$ cat config.mk
export PLATFORM = sky130hd
export DESIGN_NAME = clk_div_prog
export DESIGN_NICKNAME = d
export VERILOG_FILES = /design/src/rtl/clk_div_pkg.sv /design/src/rtl/clk_div_odd_fix.sv /design/src/rtl/clk_div_prog.sv
export SDC_FILE = /design/constraint.sdc
export NUM_CORES = 1
export LEC_CHECK = 0
export ABC_AREA = 1
export BUFFER_PORTS_ARGS = -buffer_cell sky130_fd_sc_hd__buf_2
export CAP_MARGIN = 20
export CORE_AREA = 3 3 63 65
export CTS_CLUSTER_SIZE = 8
export DETAILED_ROUTE_END_ITERATION = 12
export DIE_AREA = 0 0 66 68
export GPL_ROUTABILITY_DRIVEN = 1
export PLACE_DENSITY_LB_ADDON = 0.08
export SYNTH_ARGS = -nofsm -noshare
export SYNTH_HDL_FRONTEND = slang
export SYNTH_SLANG_ARGS = --single-unit
$ cat constraint.sdc
create_clock -name clk -period 6.2 [get_ports clk]
set_input_delay 1.24 -clock clk [delete_from_list [all_inputs] [get_ports clk]]
set_output_delay 1.24 -clock clk [all_outputs]
set_load 0.01 [all_outputs]
$ cat src/rtl/clk_div_pkg.sv
// Shared definitions for the programmable clock divider: default parameter
// values, the smallest legal divisor and divisor helper functions.
package clk_div_pkg;

  localparam int DEF_WIDTH     = 8;
  localparam int DEF_DIV       = 80;
  localparam int DEF_ODD_EXACT = 1;

  localparam logic [31:0] DIV_MIN = 32'd2;

  // Divisors of 0 or 1 cannot produce a clock; they are raised to the minimum.
  function automatic logic [31:0] clamp_div(input logic [31:0] v);
    return (v < DIV_MIN) ? DIV_MIN : v;
  endfunction

  // Ceiling of n/2, written so that n = all-ones cannot overflow the width.
  function automatic logic [31:0] half_ceil(input logic [31:0] n);
    return (n >> 1) + {31'b0, n[0]};
  endfunction

endpackage

$ cat src/rtl/clk_div_odd_fix.sv
// Odd-divisor duty correction: a negedge retime of out_pos ANDed with
// out_pos trims half a clock off the high time, giving exact 50% duty.
module clk_div_odd_fix
  import clk_div_pkg::*;
#(
  parameter int ODD_EXACT = DEF_ODD_EXACT
) (
  input  logic clk,
  input  logic reset,
  input  logic en,
  input  logic out_pos,
  input  logic odd,
  output logic out
);

  logic out_neg;

  // Half-cycle delayed copy of out_pos; cleared while disabled so out falls cleanly.
  always_ff @(negedge clk or negedge reset) begin
    if (!reset) begin
      out_neg <= 1'b0;
    end else if (!en) begin
      out_neg <= 1'b0;
    end else begin
      out_neg <= out_pos;
    end
  end

  assign out = ((ODD_EXACT != 0) && odd) ? (out_pos & out_neg) : out_pos;

endmodule

$ cat src/rtl/clk_div_prog.sv
// Runtime-programmable 50%-duty clock divider. A new divisor is held pending
// and only takes effect at a period boundary (or immediately while disabled),
// so the output never produces a runt pulse.
module clk_div_prog
  import clk_div_pkg::*;
#(
  parameter int WIDTH       = DEF_WIDTH,
  parameter int DEFAULT_DIV = DEF_DIV,
  parameter int ODD_EXACT   = DEF_ODD_EXACT
) (
  input  logic             clk,
  input  logic             reset,
  input  logic             en,
  input  logic [WIDTH-1:0] div_in,
  input  logic             div_load,
  output logic             div_ack,
  output logic [WIDTH-1:0] div_cur,
  output logic             out,
  output logic             tick
);

  logic [WIDTH-1:0] count;
  logic [WIDTH-1:0] count_nxt;
  logic [WIDTH-1:0] half;
  logic [WIDTH-1:0] load_val;
  logic [WIDTH-1:0] pending;
  logic             pend_v;
  logic             running;
  logic             at_wrap;
  logic             boundary;
  logic             apply;
  logic             out_pos;
  logic             out_pos_nxt;

  // Period bookkeeping: next count value and whether this posedge starts a period.
  // A stopped divider (after reset or while disabled) starts a fresh period at k=0.
  always_comb begin
    load_val    = WIDTH'(clamp_div(32'(div_in)));
    half        = WIDTH'(half_ceil(32'(div_cur)));
    at_wrap     = running && (count == div_cur - WIDTH'(1));
    boundary    = !running || at_wrap;
    apply       = (pend_v || div_load) && (!en || boundary);
    count_nxt   = boundary ? '0 : count + WIDTH'(1);
    out_pos_nxt = (count_nxt < half);
  end

  // Divisor staging: capture loads into pending, commit at a boundary with an ack.
  // A load coinciding with the commit bypasses pending, so the newest value wins.
  always_ff @(posedge clk or negedge reset) begin
    if (!reset) begin
      div_cur <= WIDTH'(DEFAULT_DIV);
      pending <= '0;
      pend_v  <= 1'b0;
      div_ack <= 1'b0;
    end else begin
      div_ack <= 1'b0;
      if (apply) begin
        div_cur <= div_load ? load_val : pending;
        pend_v  <= 1'b0;
        div_ack <= 1'b1;
      end else if (div_load) begin
        pending <= load_val;
        pend_v  <= 1'b1;
      end
    end
  end

  // Counter and registered output phase; disabling parks everything at zero.
  always_ff @(posedge clk or negedge reset) begin
    if (!reset) begin
      count   <= '0;
      running <= 1'b0;
      out_pos <= 1'b0;
      tick    <= 1'b0;
    end else if (!en) begin
      count   <= '0;
      running <= 1'b0;
      out_pos <= 1'b0;
      tick    <= 1'b0;
    end else begin
      count   <= count_nxt;
      running <= 1'b1;
      out_pos <= out_pos_nxt;
      tick    <= boundary;
    end
  end

  clk_div_odd_fix #(
    .ODD_EXACT(ODD_EXACT)
  ) u_odd_fix (
    .clk    (clk),
    .reset  (reset),
    .en     (en),
    .out_pos(out_pos),
    .odd    (div_cur[0]),
    .out    (out)
  );

endmodule

==> metrics.txt, run 1 <==
Starting Density=between 50% and 60%; area delta synth->final=11.05%; Final Skew=0.008918 ns; status=finished, final reports clean; Total Routing Usage GR=roughly 20%; Yosys cell types=34; Hold Crit Start=pend_v; Crit Path Max Fanout=1; setup bufs post-CTS=0; CTS max path bufs=2; FF-to-FF Start=out_pos; hold path cells=2; Synth Warn #=0; # setup viols final=0; router iterations before antenna repair=4; Worst EP required=4.96 ns; htree depth=2; Rows=21; pin count of the biggest net entering global routing=30; worst reg2reg setup slack=roughly 2.5 ns; max_slew headroom=approximately three quarters; RD Place Congestion=between 0.7 and 0.8; Seq cells post-synth=30; area of the core=between 0.003 and 0.004 mm^2; Power Dens Cells=between 200 and 300 mW/mm^2; synth top area cells=dfrtp_1 (35%), nand2_1 (13%), ha_1 (7.2%); WL/cell=~12 um; DP Cell Count=320; Ports=23; Post-Synthesis Cells=255; RSZ-0062 raised after global routing=false; DRT iter0 DRCs=just under 80; Hold Fails Final Rpt=0; die span in x=between 60 and 70 um; Final nets=304; max_cap viols=0; HP Class=reg -> reg; DRT antenna net count=0; Fillers=roughly 330; CTS tree=done; static leakage=~1.1 nW; CP endpoint kind=primary output; hold path endpoint=pend_v; Reg clk slew, reported paths=~0.09 ns; Vias=1615; CP Class=reg -> out; first-pass GRT wire length=between 6000 and 7000 um; die area=about 0.0045 mm^2; Syn Nets=~280; DP Wirelength=3086 um; CTS Buf Count=5; setup TNS=0 ns; Final Non-Filler Cells=roughly 330; number of synthesized flops with an enable pin=0; initial antenna violation count=0; Syn Area/Cell=7.546 um^2; post-synth top area share=35.11%; Synth Cell Area=about 0.0019 mm^2; drc violations=0; Peak VDD IR=roughly 130 uV; Slew Limit Fails=0; via/cell ratio=4.924; RR Endpoint=u_odd_fix.out_neg; vias in the first global route=~1400; Clk Latency, worst-skew pair=~0.33 ns; post-CTS resize count=0; Sink Count=30; top cells by count, synth=nand2_1 (68), inv_1 (36), nor2_1 (28); total gr overflow=0; critical path arrival=between 4 and 5 ns; Die Ht=68 um; r2r worst-path depth=2; main flop type after synthesis=dfrtp_1; ant diodes=0; Least-Margin Pin Slew=0.3767 ns; most frequent cell after synthesis=nand2_1; Async SR Flop Fraction=100.0%; register area share after synthesis=about 39%; CTS root buf=clkbuf_4; share of layout cells above drive strength 1=between 10% and 20%; hold buffer count at CTS=0; final WL=between 3000 and 4000 um; # port buffers=22; cell accounting for the most synthesized area=dfrtp_1; Startpoint Class=flip-flop
[power breakdown]
group	internal (mW)	switching [mW]
combinational	0.0561	0.0977
sequential	0.218	0.0187
clock	0.0855	0.0678
[state kept, by name, summed over array words and instances (netlist names)]
signal             cells
div_cur                8
div_ack                1
count                  8
pending                8
tick                   1
u_odd_fix.out_neg      1
out_pos                1
pend_v                 1
running                1
[worst max path at each step]
stage,startpoint,to,slack [ns],depth (start not counted)
2_1_floorplan,u_odd_fix.out_neg,out,1.34,1
3_3_place_gp,u_odd_fix.out_neg,out,1.25,2
3_5_place_dp,u_odd_fix.out_neg,out,1.25,2
4_1_cts,u_odd_fix.out_neg,out,0.90,2
5_1_grt,u_odd_fix.out_neg,out,0.87,2
6_report,u_odd_fix.out_neg,out,0.91,2
[critical path, stage by stage (launching register included)]
cell and delay (ns):
dfrtn_1 0.33, o21a_1 0.17, buf_2 0.13
[layer usage]
| layer | global-route usage, % | part of all wire [%] | vias to the layer above | routed length (um) |
|---|---|---|---|---|
| met2 | 30.79 | 44 | 30 | 1703 |
| met3 | 5.583 | 5.1 | 6 | 198 |
| met1 | 28.19 | 50 | 724 | 1950 |
| li1 | - | - | 855 | - |
| met4 | 6.091 | 1.4 | 0 | 53 |
| met5 | 0 | 0 | - | 0 |
[cell usage in the layout (no fill, tap or decap), drive strengths merged]
cell and n:
nor4 1, o21a 1, nor3 4, bufinv 1, nand4 2, or4 1
o22ai 1, xnor2 4, a21oi 4, dfstp 2, buf 23, nand2 73
xor2 6, inv 40, clkbuf 7, dfrtp 27, dfrtn 1, a211oi 1
nand3 11, or2 1, o21ai 29, ha 11, nor2 31
[area by class of cell]
cell class                      instances  area, um^2  area share (%)
Clock inverter                          1       30.03           1.405
Timing Repair Buffer                   23       117.6           5.504
Clock buffer                            7       45.04           2.108
Sequential cell                        30       753.2           35.25
Inverter                               40       157.7           7.377
Tap cell                               46       57.56           2.693
Multi-Input combinational cell        181       975.9           45.67
[kinds of logic after synthesis]
group,after synthesis,synth area share [%]
buf+inv,44,10.14
flops,30,39.14
fa+ha+maj,11,7.152
simple gates,124,29.13
xor+xnor,10,4.551
compound gates,36,9.883
[through the flow]
step | total power [mW] | instance area (um^2) | setup WS [ns] | utilization (%) | hold WS [ns]
2_1_floorplan | 0.3515 | 1924 | 1.338 | - | 0.4830
3_3_place_gp | 0.3908 | 2062 | 1.252 | 60.83 | 0.4965
3_5_place_dp | 0.3949 | 2062 | 1.251 | 60.83 | 0.5029
4_1_cts | 0.5447 | 2137 | 0.8982 | 63.05 | 0.5248
5_1_grt | 0.5832 | 2137 | 0.8661 | 63.05 | 0.5548
6_report | 0.5437 | 2137 | 0.9071 | 63.05 | 0.5227
Power figures use the tool's default switching activity.
==> run 2: changes to the inputs <==
==> constraint.sdc (replaced) <==
create_clock -name clk -period 6.2 [get_ports clk]
set_input_delay 1.24 -clock clk [delete_from_list [all_inputs] [get_ports clk]]
set_output_delay 1.24 -clock clk [all_outputs]
set_load 0.1 [all_outputs]
==> run 2 against run 1 <==
Net effect:
- non-clock buffer count unchanged
- global-route usage grew 0.53 points
- register-to-register slack is essentially flat
- wire length fell by 0.77%
- critical path type unchanged
- sequential power barely moved
- critical path depth unchanged
- critical endpoint unchanged
- combinational power increased by 49%
==> metrics.txt, run 2 (synthesis gave the netlist of run 1 again) <==
area of the core=0.003390 mm^2 (unchanged); Total Routing Usage GR=20.77% (was 20.23%); Die Ht=68 um (unchanged); Final Skew=0.009080 ns (was 0.008918 ns); critical path arrival=4.34 ns (was 4.05 ns); Regs by FF count=count x8, div_cur x8, pending x8 (unchanged); FF-to-FF Start=out_pos (unchanged); drc violations=0 (unchanged); max_cap viols=0 (unchanged); Slew Limit Fails=0 (unchanged); CP Class=reg -> out (unchanged); Sink Count=30 (unchanged); Rows=21 (unchanged); setup bufs post-CTS=0 (unchanged); Vias=1638 (was 1615); commonest cells after routing, fill and taps aside=nand2_1 (68), inv_1 (36), nor2_1 (28) (unchanged); initial antenna violation count=0 (unchanged); DRT iter0 DRCs=138 (was 79); Setup crit start=u_odd_fix.out_neg (unchanged); status=finished, final reports clean (unchanged); htree depth=2 (unchanged); critical path endpoint=out (unchanged); CP endpoint kind=primary output (unchanged); router iterations before antenna repair=4 (unchanged); worst reg2reg setup slack=2.47 ns (about the same); r2r worst-path depth=2 (unchanged); Worst EP required=4.96 ns (about the same); CTS tree=done (unchanged); vias in the first global route=1483 (was 1431); RSZ-0062 raised after global routing=false (unchanged); DP Wirelength=3019 um (was 3086 um); share of layout cells above drive strength 1=17.02% (was 16.67%); pin count of the biggest net entering global routing=30 (unchanged); Ports=23 (unchanged); # setup viols final=0 (unchanged); final WL=3876 um (was 3906 um); Pwr Total=587.3 uW (was 543.7 uW); max_slew headroom=67.63% (was 74.66%); Starting Density=56.77% (unchanged); Least-Margin Pin Slew=0.4889 ns (was 0.3767 ns); Hold Fails Final Rpt=0 (unchanged); setup TNS=0 ns (unchanged); fin util=62.61% (was 63.05%); CTS max path bufs=2 (unchanged); Power Dens Cells=276.8 mW/mm^2 (was 254.4 mW/mm^2); fin area=0.002122 mm^2 (was 0.002137 mm^2); post-CTS resize count=0 (unchanged); Clk Latency, worst-skew pair=0.33 ns (about the same); first-pass GRT wire length=6865 um (was 6651 um); dpl cell area=0.002062 mm^2 (unchanged); commonest non-fill, non-tap cell in the layout=nand2_1 (unchanged); die area=0.004488 mm^2 (unchanged); Final nets=304 (unchanged); WL/cell=11.82 um (was 11.91 um); via/cell ratio=4.994 (was 4.924); static leakage=1.077 nW (was 1.081 nW); total gr overflow=0 (unchanged); HP Class=reg -> reg (unchanged); area delta synth->final=10.27% (was 11.05%); Crit Path Max Fanout=1 (unchanged); CTS root buf=clkbuf_4 (unchanged); Reg clk slew, reported paths=0.09 ns (about the same); RR Endpoint=u_odd_fix.out_neg (unchanged); die span in x=66 um (unchanged); RD Place Congestion=0.8158 (was 0.7950); Peak VDD IR=143.3 uV (was 132.6 uV); DRT antenna net count=0 (unchanged); hold path cells=2 (unchanged); # port buffers=22 (unchanged); ant diodes=0 (unchanged); hold buffer count at CTS=0 (unchanged); CTS Buf Count=5 (unchanged); Fillers=320 (was 326); Startpoint Class=flip-flop (unchanged)
run 2: changes by cell type in the layout (fill, tap and decap cells not counted):
cell       delta
clkbuf_8      +1
bufinv_16     -1
clkinv_2      +1
clkbuf_1      -1
run 2: cell type report:
cell class,instances,area (um^2),share of cell area [%]
well taps,46,57.56,2.712
clock inverters,1,5.005,0.2358
flip-flops and latches,30,753.2,35.50
clock buffers,7,55.05,2.594
inverters,40,157.7,7.429
multi-input cells,181,975.9,45.99
repair buffers,23,117.6,5.542
run 2: worst max-delay path, stage by stage, from the launching register on:
cell,delay [ns]
dfrtn_1,0.39
o21a_1,0.11
buf_2,0.41
run 2: worst min path at each step:
stage / slack (ns) / to / from
4_1_cts: 0.53 / pend_v / pend_v
3_5_place_dp: 0.50 / pending[3] / pending[3]
2_1_floorplan: 0.48 / pending[1] / pending[1]
5_1_grt: 0.55 / pending[0] / pending[0]
3_3_place_gp: 0.50 / pending[4] / pending[4]
6_report: 0.52 / pending[4] / pending[4]
run 2: report_power, final:
| group | switching (mW) | internal, mW |
|---|---|---|
| clock network | 0.0660 | 0.0548 |
| logic | 0.174 | 0.0560 |
| registers | 0.0188 | 0.218 |
| total | 0.259 | 0.329 |
run 2: metal layers:
| metal | track usage [%] | vias up | routed length [um] |
|---|---|---|---|
| met5 | 0 | - | 0 |
| met4 | 6.853 | 0 | 54 |
| met3 | 5.911 | 5 | 181 |
| met2 | 30.66 | 32 | 1683 |
| met1 | 29.36 | 747 | 1956 |
| li1 | - | 854 | - |
run 2: through the flow:
stage	setup WS [ns]	instances	hold WS, ns
detailed placement	0.9666	320	0.5032
global route	0.5737	328	0.5523
CTS	0.6078	328	0.5269
finish	0.6234	328	0.5244
floorplan	0.7594	255	0.4830
global placement	0.9685	320	0.4964
